--- config.mk ---
export PLATFORM = sky130hd
export DESIGN_NAME = p_pulse_monitor
export DESIGN_NICKNAME = d
export VERILOG_FILES = /design/src/rtl/p_pulse_monitor.sv
export SDC_FILE = /design/constraint.sdc
export NUM_CORES = 1
export LEC_CHECK = 0
export CORE_ASPECT_RATIO = 0.75
export CORE_MARGIN = 4
export CORE_UTILIZATION = 59
export DETAILED_ROUTE_END_ITERATION = 10
export PLACE_DENSITY = 0.81
export SYNTH_ARGS = -nofsm -noshare
export SYNTH_HDL_FRONTEND = slang
export SYNTH_SLANG_ARGS = --single-unit
--- constraint.sdc ---
create_clock -name clk -period 5.7 [get_ports clk]
set_input_delay 1.14 -clock clk [delete_from_list [all_inputs] [get_ports clk]]
set_output_delay 1.14 -clock clk [all_outputs]
set_load 0.05 [all_outputs]
--- src/rtl/p_pulse_monitor.sv ---
// p_pulse_monitor: measures cycles between rising edges of p and queues them on a valid/ready port
module p_pulse_monitor #(
  parameter int CNT_W  = 16,
  parameter int DEPTH  = 4,
  parameter int EDGE_W = 16
) (
  input  logic              clk,
  input  logic              reset,
  input  logic              p,
  input  logic              clear,
  output logic              out_valid,
  output logic [CNT_W-1:0]  out_data,
  input  logic              out_ready,
  output logic [EDGE_W-1:0] edge_count,
  output logic              overflow,
  output logic              armed
);
  localparam int AW = $clog2(DEPTH);
  typedef enum logic {IDLE, MEASURE} state_t;
  state_t            state;
  logic              p_d;
  logic [CNT_W-1:0]  cnt;
  logic [CNT_W-1:0]  mem [DEPTH];
  logic [AW-1:0]     rd, wr, rd_n;
  logic [AW:0]       count, left;
  logic              rise, pop, push, full;
  assign rise = p && !p_d;
  assign pop  = out_valid && out_ready;
  assign full = count == (AW+1)'(DEPTH);
  assign push = rise && state == MEASURE && (!full || pop);
  assign rd_n = rd + AW'(pop);
  assign left = count - (AW+1)'(pop);
  // out_valid/out_data only see entries present before this edge, so a push shows up one edge later
  always_ff @(posedge clk) begin
    if (reset || clear) begin
      p_d        <= 1'b0;
      state      <= IDLE;
      cnt        <= '0;
      rd         <= '0;
      wr         <= '0;
      count      <= '0;
      out_valid  <= 1'b0;
      out_data   <= '0;
      edge_count <= '0;
      overflow   <= 1'b0;
      armed      <= 1'b0;
    end else begin
      p_d <= p;
      if (rise) edge_count <= edge_count + EDGE_W'(1);
      if (rise && state == MEASURE && full && !pop) overflow <= 1'b1;
      if (rise) begin
        state <= MEASURE;
        armed <= 1'b1;
        cnt   <= CNT_W'(1);
      end else if (state == MEASURE && cnt != '1) begin
        cnt <= cnt + CNT_W'(1);
      end
      if (push) begin
        mem[wr] <= cnt;
        wr      <= wr + AW'(1);
      end
      rd        <= rd_n;
      count     <= left + (AW+1)'(push);
      out_valid <= left != '0;
      if (left != '0) out_data <= mem[rd_n];
    end
  end
endmodule

Word-level counts from Yosys, hierarchy flattened:

Memories as Yosys holds them, arrays and structs flattened. A register that Yosys moved wholly into a read port is not among the register bits.
Index checks and enable logic that the tools add are counted.

* memories kept: 1
* bits in registers: 43
* output and inout bits: 35
* bits of input ports: 5
* bits in writable memories: 64
* logic and storage cells: 39

Memory list
* mem: depth 4, bits a word 16, rd ports 1, clocked after memory_dff 1, write ports 1, RTL line 23 `logic [CNT_W-1:0] mem [DEPTH];`

* add/subtract/negate cells: 6
* reductions and logical operators: 15
* equality and inequality tests: 2
* mux-type cells: 5

Operators with widths (count)
* 16-bit by 1-bit adder with 16-bit output (second input constant): 2
* 16-bit != test (second input constant): 1
* 1-bit logical AND: 7
* 1-bit 2-to-1 mux: 5
* 3-bit by 1-bit adder with 3-bit output: 1
* 3-bit equality test (second input constant): 1
* 1-bit zero test: 3
* 3-bit nonzero test: 1
* 3-bit by 1-bit subtractor with 3-bit output: 1
* 2-bit by 1-bit adder with 2-bit output: 1
* 2-bit by 1-bit adder with 2-bit output (second input constant): 1
* 1-bit logical OR: 2
* 2-bit nonzero test: 1
* 2-bit OR reduction: 1

Longest topological paths before layout:

Gate-level depths: netlist (run 1).

* depth in word-level cells: 7
* depth in mapped cells: 8
* gate-level depth less buffers: 7

Worst setup path before layout (run 1):

OpenSTA, ideal clock, no wires.

* path kind: input-to-reg
* start: in out_ready
* end: reg out_data[0] (read register of mem)
* slack: 2593 ps
* arrival time: 2991 ps
* buffers on the path: 2
* data required time: 5583 ps
* stages: 6
* cell sequence: and2_1 > ha_1 > clkbuf_1 > buf_2 > mux4_2 > a22o_1

* elaborated cells between the ends (all ways): 4

RTL lines
* start, declared: RTL line 13 `input logic out_ready,`
* 1-bit logical AND: RTL line 28 `assign pop = out_valid && out_ready;`
* 2-bit by 1-bit adder with 2-bit output: RTL line 31 `assign rd_n = rd + AW'(pop);`
* named net rd_n[0]: RTL line 24 `logic [AW-1:0] rd, wr, rd_n;`
* end, declared: RTL line 12 `output logic [CNT_W-1:0] out_data,`

The timed path passes the listed nets, and every way through them passes these cells.
A chain may end at the register's enable or synchronous reset.

Final worst setup path (run 1):

* start: in out_ready
* end: reg out_data[1] (read register of mem)

* word-level cells in the longest chain between the ends: 3
* elaborated cells between the ends (all ways): 4

Ends and longest elaborated chain
* 1-bit logical AND (*): RTL line 28
* 3-bit by 1-bit subtractor with 3-bit output: RTL line 32 `assign left = count - (AW+1)'(pop);`
* 3-bit nonzero test: RTL line 65 `if (left != '0) out_data <= mem[rd_n];`

Mark *: on every way between the ends. The rest lies on a longest branch, timed or not.

==> metrics, run 1 <==
Worst setup EP type=register; Worst EP arrival=3.76 ns; Rel. slew slack=0.1710; DR vias/cell=5.877; Reg-to-Reg Start=out_valid; post-cts gate resize count=0; CTS Hold Bufs=0; end of the worst hold path=out_data[15]; Worst VDD drop=242.8 µV; max-cap violations=0; Post-synth top flop=edfxtp_1; outcome=completed; Setup Fix Bufs, Post-CTS=0; FP Rows=28; Async S/R FF share, synth=0; Post-Route Setup TNS=0 ns; ranking of synthesized cells by area=edfxtp_1 (40%), dfxtp_1 (24%), mux4_2 (7.4%); Layout Nets=419; Hold WS=0.4735 ns; worst reg2reg path depth=7; IO buf count=39; count leader, synth=edfxtp_1; Synth top cells by count=edfxtp_1 (64), dfxtp_1 (59), nor2_1 (26); vias in the first global route=3,182; sequential area share after synthesis=0.6407; root buf cell=clkbuf_8; reg2reg end=out_data[1]; setup repair after global routing missed its margin=no; clk_lat worst skew=0.51 ns; Synthesis Warnings=0; vias=3,062; worst-margin pin slew=1.239 ns; Critical path buffers and inverters=1; cell area after synthesis=4843 µm²; CP required=6.15 ns; DRT iter0 DRCs=234; total gr overflow=0; clock buffer depth=2; first-pass GRT wire length=16.15 mm; hold_sp=out_data[15]; drt wl/cell=18.79 µm; drt total wl=9.792 mm; synthesized net count=374; CTS H-tree depth=4; Slew Limit Fails=0; Mapped Cells=358; PwrDens=349.7 nW/µm²; Seq cells post-synth=123; Crit path largest cell delay=0.94 ns; Pwr Total=2.081 mW; CP delay by family, top=simple AND/OR/NAND/NOR gates; Final Skew=0.01043 ns; Post-synth EDFFs=64; worst-path cell chain=clkdlybuf4s50_1 > and2_1 > ha_1 > ha_1 > xnor2_1 > nand3_1 > nor2_1 > a22o_1; most frequent CP cell=ha_1; ratio of cells with drive above 1 in the final layout=0.1250; Final Hold Violating Endpoints=0; Tot GR Track Use=0.2170; reg-to-reg slack, setup=3.08 ns; Die H=86.47 µm; Fmax=301.7 MHz; TritonCTS Buffers=17; clock sink count=123; CP max stage cell=nor2_1; Final Critical Period=3.314 ns; Remaining DRCs=0; Leakage=2.020 nW; routability cong.=0.7635; fin crit share=0.5814; CTS tree=built; Hold Crit Class=reg2reg; Area growth syn-to-layout=22.86%; largest net degree at the start of global routing=29; Post-DRT Antenna Nets=0; antenna violations before repair=0; clk slew on worst S/H paths=0.06 ns; Startpoint Class=input port; core region area=7953 µm²; io pins=40; hold path depth=1; DIE AREA=9738 µm²; initial core utilization=0.6090; Antenna Cells=0; Mean Syn Cell Area=13.53 µm²; most area-hungry cell type in the Yosys netlist=edfxtp_1; Netlist cell types=46; path type of the worst setup path=in2reg; Initial DRT Pass Iterations=4; Max Fanout on Critical Path=16; Synth top area share=0.3968; DPL Wire Length=5.852 mm; FILL cells=487; Die Span X=112.6 µm; # setup viols final=0
[where the power goes]
part / total, mW / switching [mW] / internal (mW)
Combinational: 0.0359 / 0.0241 / 0.0118
Sequential: 0.930 / 0.00332 / 0.926
Clock: 1.12 / 0.371 / 0.745
[placed cells by master (no fill, tap or decap), types with 2 or more instances in the layout]
cell type,n
xor2_1,4
and3_1,4
clkbuf_16,16
nand2_1,17
a21oi_1,12
a22o_1,16
a31oi_1,3
o21ai_0,3
clkdlybuf4s50_1,39
o21a_1,2
nor4_1,6
ha_1,11
nand3_1,8
clkinv_2,3
edfxtp_1,64
and2_1,6
or4_1,8
mux4_2,16
nand4_1,6
nor3_1,8
xnor2_1,11
buf_4,3
nor2_1,26
o31ai_1,7
clkinv_1,4
mux2i_1,4
inv_1,14
or3_1,6
dfxtp_1,59
clkinvlp_4,2
bufinv_16,5
[cell type report]
cell class / count / area, µm² / share of cell area
multi-input combinational: 205 / 1633 / 0.2744
clock buffer: 17 / 414.1 / 0.06960
sequential: 123 / 3103 / 0.5214
inverter: 14 / 52.55 / 0.008831
tap: 105 / 131.4 / 0.02208
timing repair buffer: 42 / 412.9 / 0.06939
clock inverter: 15 / 203.9 / 0.03427
[state kept, by name, indices dropped and copies added (netlist names)]
name	count
cnt	16
count	3
edge_count	16
mem	64
out_data	16
out_valid	1
overflow	1
p_d	1
rd	2
state	1
wr	2
[worst register-to-register path: stages, from the launching register on]
cell	delay, ns
dfxtp_1	0.34
and2_1	0.19
ha_1	0.19
ha_1	0.19
xnor2_1	0.29
nand3_1	0.12
nor2_1	0.94
a22o_1	0.30
[worst max path at each step]
| stage | start | endpoint | depth (start not counted) |
|---|---|---|---|
| after floorplan | out_ready | out_data[0] | 6 |
| after global placement | out_ready | out_data[15] | 5 |
| after detailed placement | out_ready | out_data[5] | 8 |
| after CTS | out_ready | out_data[1] | 8 |
| after global routing | out_ready | out_data[1] | 8 |
| final | out_ready | out_data[1] | 8 |
[per-stage QoR]
stage / util / area, µm² / setup WS, ns / cells
after CTS: 0.7483 / 5951 / 2.437 / 521
after global routing: 0.7483 / 5951 / 2.306 / 521
after detailed placement: 0.6705 / 5333 / 1.983 / 489
after global placement: 0.6705 / 5333 / 2.054 / 489
after floorplan: - / 4843 / 2.593 / 358
final: 0.7483 / 5951 / 2.386 / 521
[logic make-up (layout without fill, tap and decap cells)]
logic type / count (synthesis) / in the layout / synth area share
fa+ha+maj: 11 / 11 / 0.02842
mux: 20 / 20 / 0.08267
compound gates: 51 / 51 / 0.07698
simple gates: 107 / 107 / 0.1186
xor+xnor: 16 / 16 / 0.02893
buf+inv: 30 / 88 / 0.02377
flops: 123 / 123 / 0.6407
[routing by layer]
metal	part of all wire	up-vias	global-route usage	wire length (µm)
met2	0.48	98	0.3538	4717
met1	0.44	1492	0.2776	4292
li1	-	1458	-	-
met3	0.067	14	0.06978	659
met4	0.013	0	0.07533	123
met5	0	-	0	0
Note: power is estimated with default switching activity, not from simulation.
==> inputs of run 2 (changes only) <==
--- a/config.mk
+++ b/config.mk
@@ -7,9 +7,9 @@
 export LEC_CHECK = 0
 export CORE_ASPECT_RATIO = 0.75
 export CORE_MARGIN = 4
-export CORE_UTILIZATION = 59
+export CORE_UTILIZATION = 57
 export DETAILED_ROUTE_END_ITERATION = 10
-export PLACE_DENSITY = 0.81
+export PLACE_DENSITY = 0.79
 export SYNTH_ARGS = -nofsm -noshare
 export SYNTH_HDL_FRONTEND = slang
 export SYNTH_SLANG_ARGS = --single-unit
==> constraint.sdc (replaced) <==
create_clock -name clk -period 3.43 [get_ports clk]
set_input_delay 0.686 -clock clk [delete_from_list [all_inputs] [get_ports clk]]
set_output_delay 0.686 -clock clk [all_outputs]
set_load 0.05 [all_outputs]
==> metrics, run 2 (synthesized netlist as in run 1, its figures left out) <==
DR vias/cell=5.951 (+1.3%); hold_sp=out_data[4]; DRT iter0 DRCs=268 (+15%); CP required=2.74 ns (-3.41 ns); ratio of cells with drive above 1 in the final layout=0.1455 (+0.02054); initial core utilization=0.5985 (-0.01055); commonest cells after routing, fill and taps aside=edfxtp_1 (64), dfxtp_1 (59), clkdlybuf4s50_1 (39); CP max stage cell=clkdlybuf4s50_1; TritonCTS Buffers=17 (unchanged); Tot GR Track Use=0.2265 (+0.009434); Worst setup EP type=output pin; end of the worst hold path=out_data[4]; worst reg2reg path depth=5 (-2); Max Fanout on Critical Path=6 (-10); worst-margin pin slew=0.6842 ns (-0.5548 ns); Remaining DRCs=0 (unchanged); reg-to-reg slack, setup=1.28 ns (-1.80 ns); clock sink count=123 (unchanged); clock buffer depth=2 (unchanged); IO buf count=39 (unchanged); Initial DRT Pass Iterations=4 (unchanged); Fmax=420.0 MHz; clk slew on worst S/H paths=0.06 ns (about the same); Die Span X=114.4 µm (+1.6%); Final Hold Violating Endpoints=0 (unchanged); fin crit share=0.6942; Slew Limit Fails=0 (unchanged); first-pass GRT wire length=16.84 mm (+4.3%); root buf cell=clkbuf_16; DIE AREA=10,050 µm² (+3.2%); worst-path cell chain=clkdlybuf4s50_1; CP delay by family, top=buffers and inverters; drt total wl=10.17 mm (+3.8%); clk_lat worst skew=0.41 ns (-0.10 ns); Rel. slew slack=0.5404 (+0.3694); routability cong.=0.7695 (+0.79%); Setup Fix Bufs, Post-CTS=0 (unchanged); Startpoint Class=register; Hold WS=0.4725 ns (-0.0009540 ns); Worst VDD drop=434.3 µV (+79%); CTS H-tree depth=4 (unchanged); Final Critical Period=2.381 ns; Area growth syn-to-layout=24.52%; antenna violations before repair=0 (unchanged); DPL Wire Length=6.042 mm (+3.2%); vias in the first global route=3,214 (+1.0%); Post-DRT Antenna Nets=0 (unchanged); Die H=87.83 µm (+1.6%); Crit path largest cell delay=0.86 ns (-0.08 ns); max-cap violations=0 (unchanged); Layout Nets=429 (+2.4%); commonest non-fill, non-tap cell in the layout=edfxtp_1; vias=3,160 (+3.2%); path type of the worst setup path=reg2out; setup repair after global routing missed its margin=no; max reg flops=64 (unchanged); io pins=40 (unchanged); hold path depth=1 (unchanged); reg2reg end=cnt[14]; PwrDens=581.4 nW/µm² (+66%); # setup viols final=0 (unchanged); Critical path buffers and inverters=1 (unchanged); total gr overflow=0 (unchanged); Biggest register=mem; Pwr Total=3.506 mW (+69%); CTS tree=built; outcome=completed; largest net degree at the start of global routing=29 (unchanged); FP Rows=28 (unchanged); post-cts gate resize count=0 (unchanged); Worst EP arrival=1.69 ns (-2.07 ns); Hold Crit Class=reg2reg; Leakage=2.081 nW (+3.0%); FILL cells=474 (-2.7%); Antenna Cells=0 (unchanged); Reg-to-Reg Start=cnt[0]; drt wl/cell=19.15 µm (+1.9%); CTS Hold Bufs=0 (unchanged); Post-Route Setup TNS=0 ns (unchanged); Final Skew=0.007611 ns (-0.002822 ns); core region area=8093 µm² (+1.8%)
run 2: per-layer routing:
layer	wire [µm]	track usage
met5	0	0
met4	166	0.09169
met3	491	0.07182
met2	5000	0.3682
met1	4508	0.2855
run 2: area by class of cell:
cell class | instances | area, µm² | share of cell area
clock buffer | 18 | 429.2 | 0.07116
clock inverter | 14 | 201.4 | 0.03340
inverter | 14 | 52.55 | 0.008714
multi-input combinational | 205 | 1625 | 0.2695
sequential | 123 | 3103 | 0.5145
tap | 105 | 131.4 | 0.02178
timing repair buffer | 52 | 488.0 | 0.08091
run 2: power by group:
group | leakage [nW] | internal, mW | switching [mW]
logic | 0.670 | 0.0225 | 0.0423
clock network | 0.305 | 1.28 | 0.619
registers | 1.11 | 1.54 | 0.00563
run 2: worst max path at each step:
| stage | startpoint | end | slack [ns] | depth (start not counted) |
|---|---|---|---|---|
| after CTS | state | armed | 1.02 | 1 |
| after global placement | out_ready | out_data[15] | 0.69 | 6 |
| after floorplan | out_ready | out_data[0] | 0.78 | 6 |
| after detailed placement | out_ready | out_data[15] | 0.66 | 6 |
| after global routing | out_ready | out_data[15] | 0.95 | 6 |
| final | edge_count[7] | edge_count[7] | 1.05 | 1 |
run 2: stage by stage:
stage / std cells / setup WS, ns / utilization / instance area, µm²
floorplan: 358 / 0.7766 / - / 4843
global placement: 499 / 0.6911 / 0.6673 / 5400
detailed placement: 499 / 0.6644 / 0.6673 / 5400
CTS: 531 / 1.022 / 0.7452 / 6031
global route: 531 / 0.9527 / 0.7452 / 6031
finish: 531 / 1.049 / 0.7452 / 6031
==> inputs of run 3 (changes only) <==
==> constraint.sdc (replaced) <==
create_clock -name clk -period 2.2 [get_ports clk]
set_input_delay 0.44 -clock clk [delete_from_list [all_inputs] [get_ports clk]]
set_output_delay 0.44 -clock clk [all_outputs]
set_load 0.05 [all_outputs]
==> metrics, run 3 (synthesized netlist as in run 1, its figures left out) <==
core region area=8093 µm² (unchanged); Biggest register=mem; Slew Limit Fails=0 (unchanged); Layout Nets=450 (+4.9%); outcome=completed; Crit path largest cell delay=0.85 ns (about the same); initial core utilization=0.5985 (unchanged); Max Fanout on Critical Path=7 (+1); hold path depth=1 (unchanged); Post-DRT Antenna Nets=0 (unchanged); clk_lat worst skew=0.41 ns (about the same); Worst VDD drop=706.1 µV (+63%); antenna violations before repair=0 (unchanged); routability cong.=0.7808 (+1.5%); fin crit share=0.9676; FP Rows=28 (unchanged); Initial DRT Pass Iterations=5 (+1); clock buffer depth=2 (unchanged); worst-margin pin slew=0.5439 ns (-0.1403 ns); Startpoint Class=register; CP max stage cell=clkdlybuf4s50_1; CTS H-tree depth=4 (unchanged); Hold WS=0.4743 ns (+0.001815 ns); Final Skew=0.01039 ns (+0.002775 ns); Placed Cells=520 (+4.2%); worst-path cell chain=clkdlybuf4s50_1; DP Worst Slack=-0.2561 ns (-0.9204 ns); DPL Wire Length=6.889 mm (+14%); Final Util=0.7690 (+0.02381); final non-filler cell total=552 (+4.0%); CTS tree=built; IO buf count=39 (unchanged); commonest cells after routing, fill and taps aside=edfxtp_1 (64), dfxtp_1 (58), clkdlybuf4s50_1 (38); CP delay by family, top=buffers and inverters; Critical path buffers and inverters=1 (unchanged); setup repair after global routing missed its margin=no; Remaining DRCs=0 (unchanged); Final Critical Period=2.129 ns; Leakage=2.177 nW (+4.6%); # setup viols final=0 (unchanged); end of the worst hold path=out_data[4]; DRT iter0 DRCs=250 (-6.7%); Tot GR Track Use=0.2306 (+0.004118); root buf cell=clkbuf_16; path type of the worst setup path=reg2out; Final Hold Violating Endpoints=0 (unchanged); Die H=87.83 µm (unchanged); reg-to-reg slack, setup=0.20 ns (-1.08 ns); Hold Crit Class=reg2reg; CTS Hold Bufs=0 (unchanged); ratio of cells with drive above 1 in the final layout=0.1902 (+0.04462); Rel. slew slack=0.6368 (+0.09646); total gr overflow=0 (unchanged); Setup Fix Bufs, Post-CTS=0 (unchanged); first-pass GRT wire length=17.24 mm (+2.4%); Fmax=469.8 MHz; Worst setup EP type=output pin; Antenna Cells=0 (unchanged); max reg flops=64 (unchanged); largest net degree at the start of global routing=18 (-38%); TritonCTS Buffers=17 (unchanged); vias in the first global route=3,331 (+3.6%); commonest non-fill, non-tap cell in the layout=edfxtp_1; DR vias/cell=6.025 (+1.2%); reg2reg end=cnt[10]; worst reg2reg path depth=5 (unchanged); CP required=1.76 ns (-0.98 ns); DIE AREA=10,050 µm² (unchanged); drt wl/cell=19.41 µm (+1.4%); clock sink count=123 (unchanged); hold_sp=out_data[4]; Area growth syn-to-layout=28.49%; max-cap violations=0 (unchanged); post-route setup slack=0.07125 ns (-0.9778 ns); PwrDens=833.9 nW/µm² (+43%); Reg-to-Reg Start=cnt[1]; Die Span X=114.4 µm (unchanged); Worst EP arrival=1.69 ns (about the same); drt total wl=10.71 mm (+5.4%); io pins=40 (unchanged); clk slew on worst S/H paths=0.05 ns (about the same); vias=3,326 (+5.3%)
run 3: changes by cell type in the layout (fill, tap and decap cells not counted), sizes merged:
cell and delta:
dlymetal6s2s +1, bufinv -4, clkinv -3, buf +21, clkbuf +7, clkdlybuf4s50 -1
run 3: worst max path at each step:
stage | from | end | slack, ns | cells after the start
after CTS | state | armed | 0.05 | 1
after global routing | edge_count[7] | edge_count[7] | 0.01 | 1
final | edge_count[3] | edge_count[3] | 0.07 | 1
after floorplan | out_valid | out_data[0] | 0.06 | 6
after global placement | out_ready | out_data[10] | -0.19 | 6
after detailed placement | out_ready | out_data[11] | -0.26 | 6
run 3: metrics by stage:
step                TNS [ns]  area, µm²  total power, mW
floorplan                  0       4856            2.520
global placement      -2.301       5642            2.570
detailed placement    -4.740       5642            2.574
CTS                        0       6221            5.212
global route               0       6223            5.323
finish                     0       6223            5.190
run 3: what timing repair did:
action                     CTS  global route
hold endpoints to repair     0             0
setup endpoints to repair    0             1
resized for setup            0             1
run 3: power breakdown:
group          switching (mW)  total [mW]  internal [mW]
sequential            0.00685        2.41           2.40
clock                   0.937        2.66           1.72
combinational          0.0735       0.121         0.0476
total                    1.02        5.19           4.17
run 3: area by class of cell:
type                            count  area (µm²)
Clock buffer                       25       515.5
Clock inverter                      7       63.81
Multi-Input combinational cell    205        1633
Timing Repair Buffer               73       723.2
Tap cell                          105       131.4
Fill cell                         463        1869
Sequential cell                   123        3104
Inverter                           14       52.55
run 3: metal layers:
layer | GRT usage | vias up | share of wire
met5 | 0 | - | 0
met4 | 0.06688 | 0 | 0.016
met3 | 0.07873 | 20 | 0.079
met2 | 0.3835 | 165 | 0.49
met1 | 0.2905 | 1618 | 0.41
li1 | - | 1523 | -
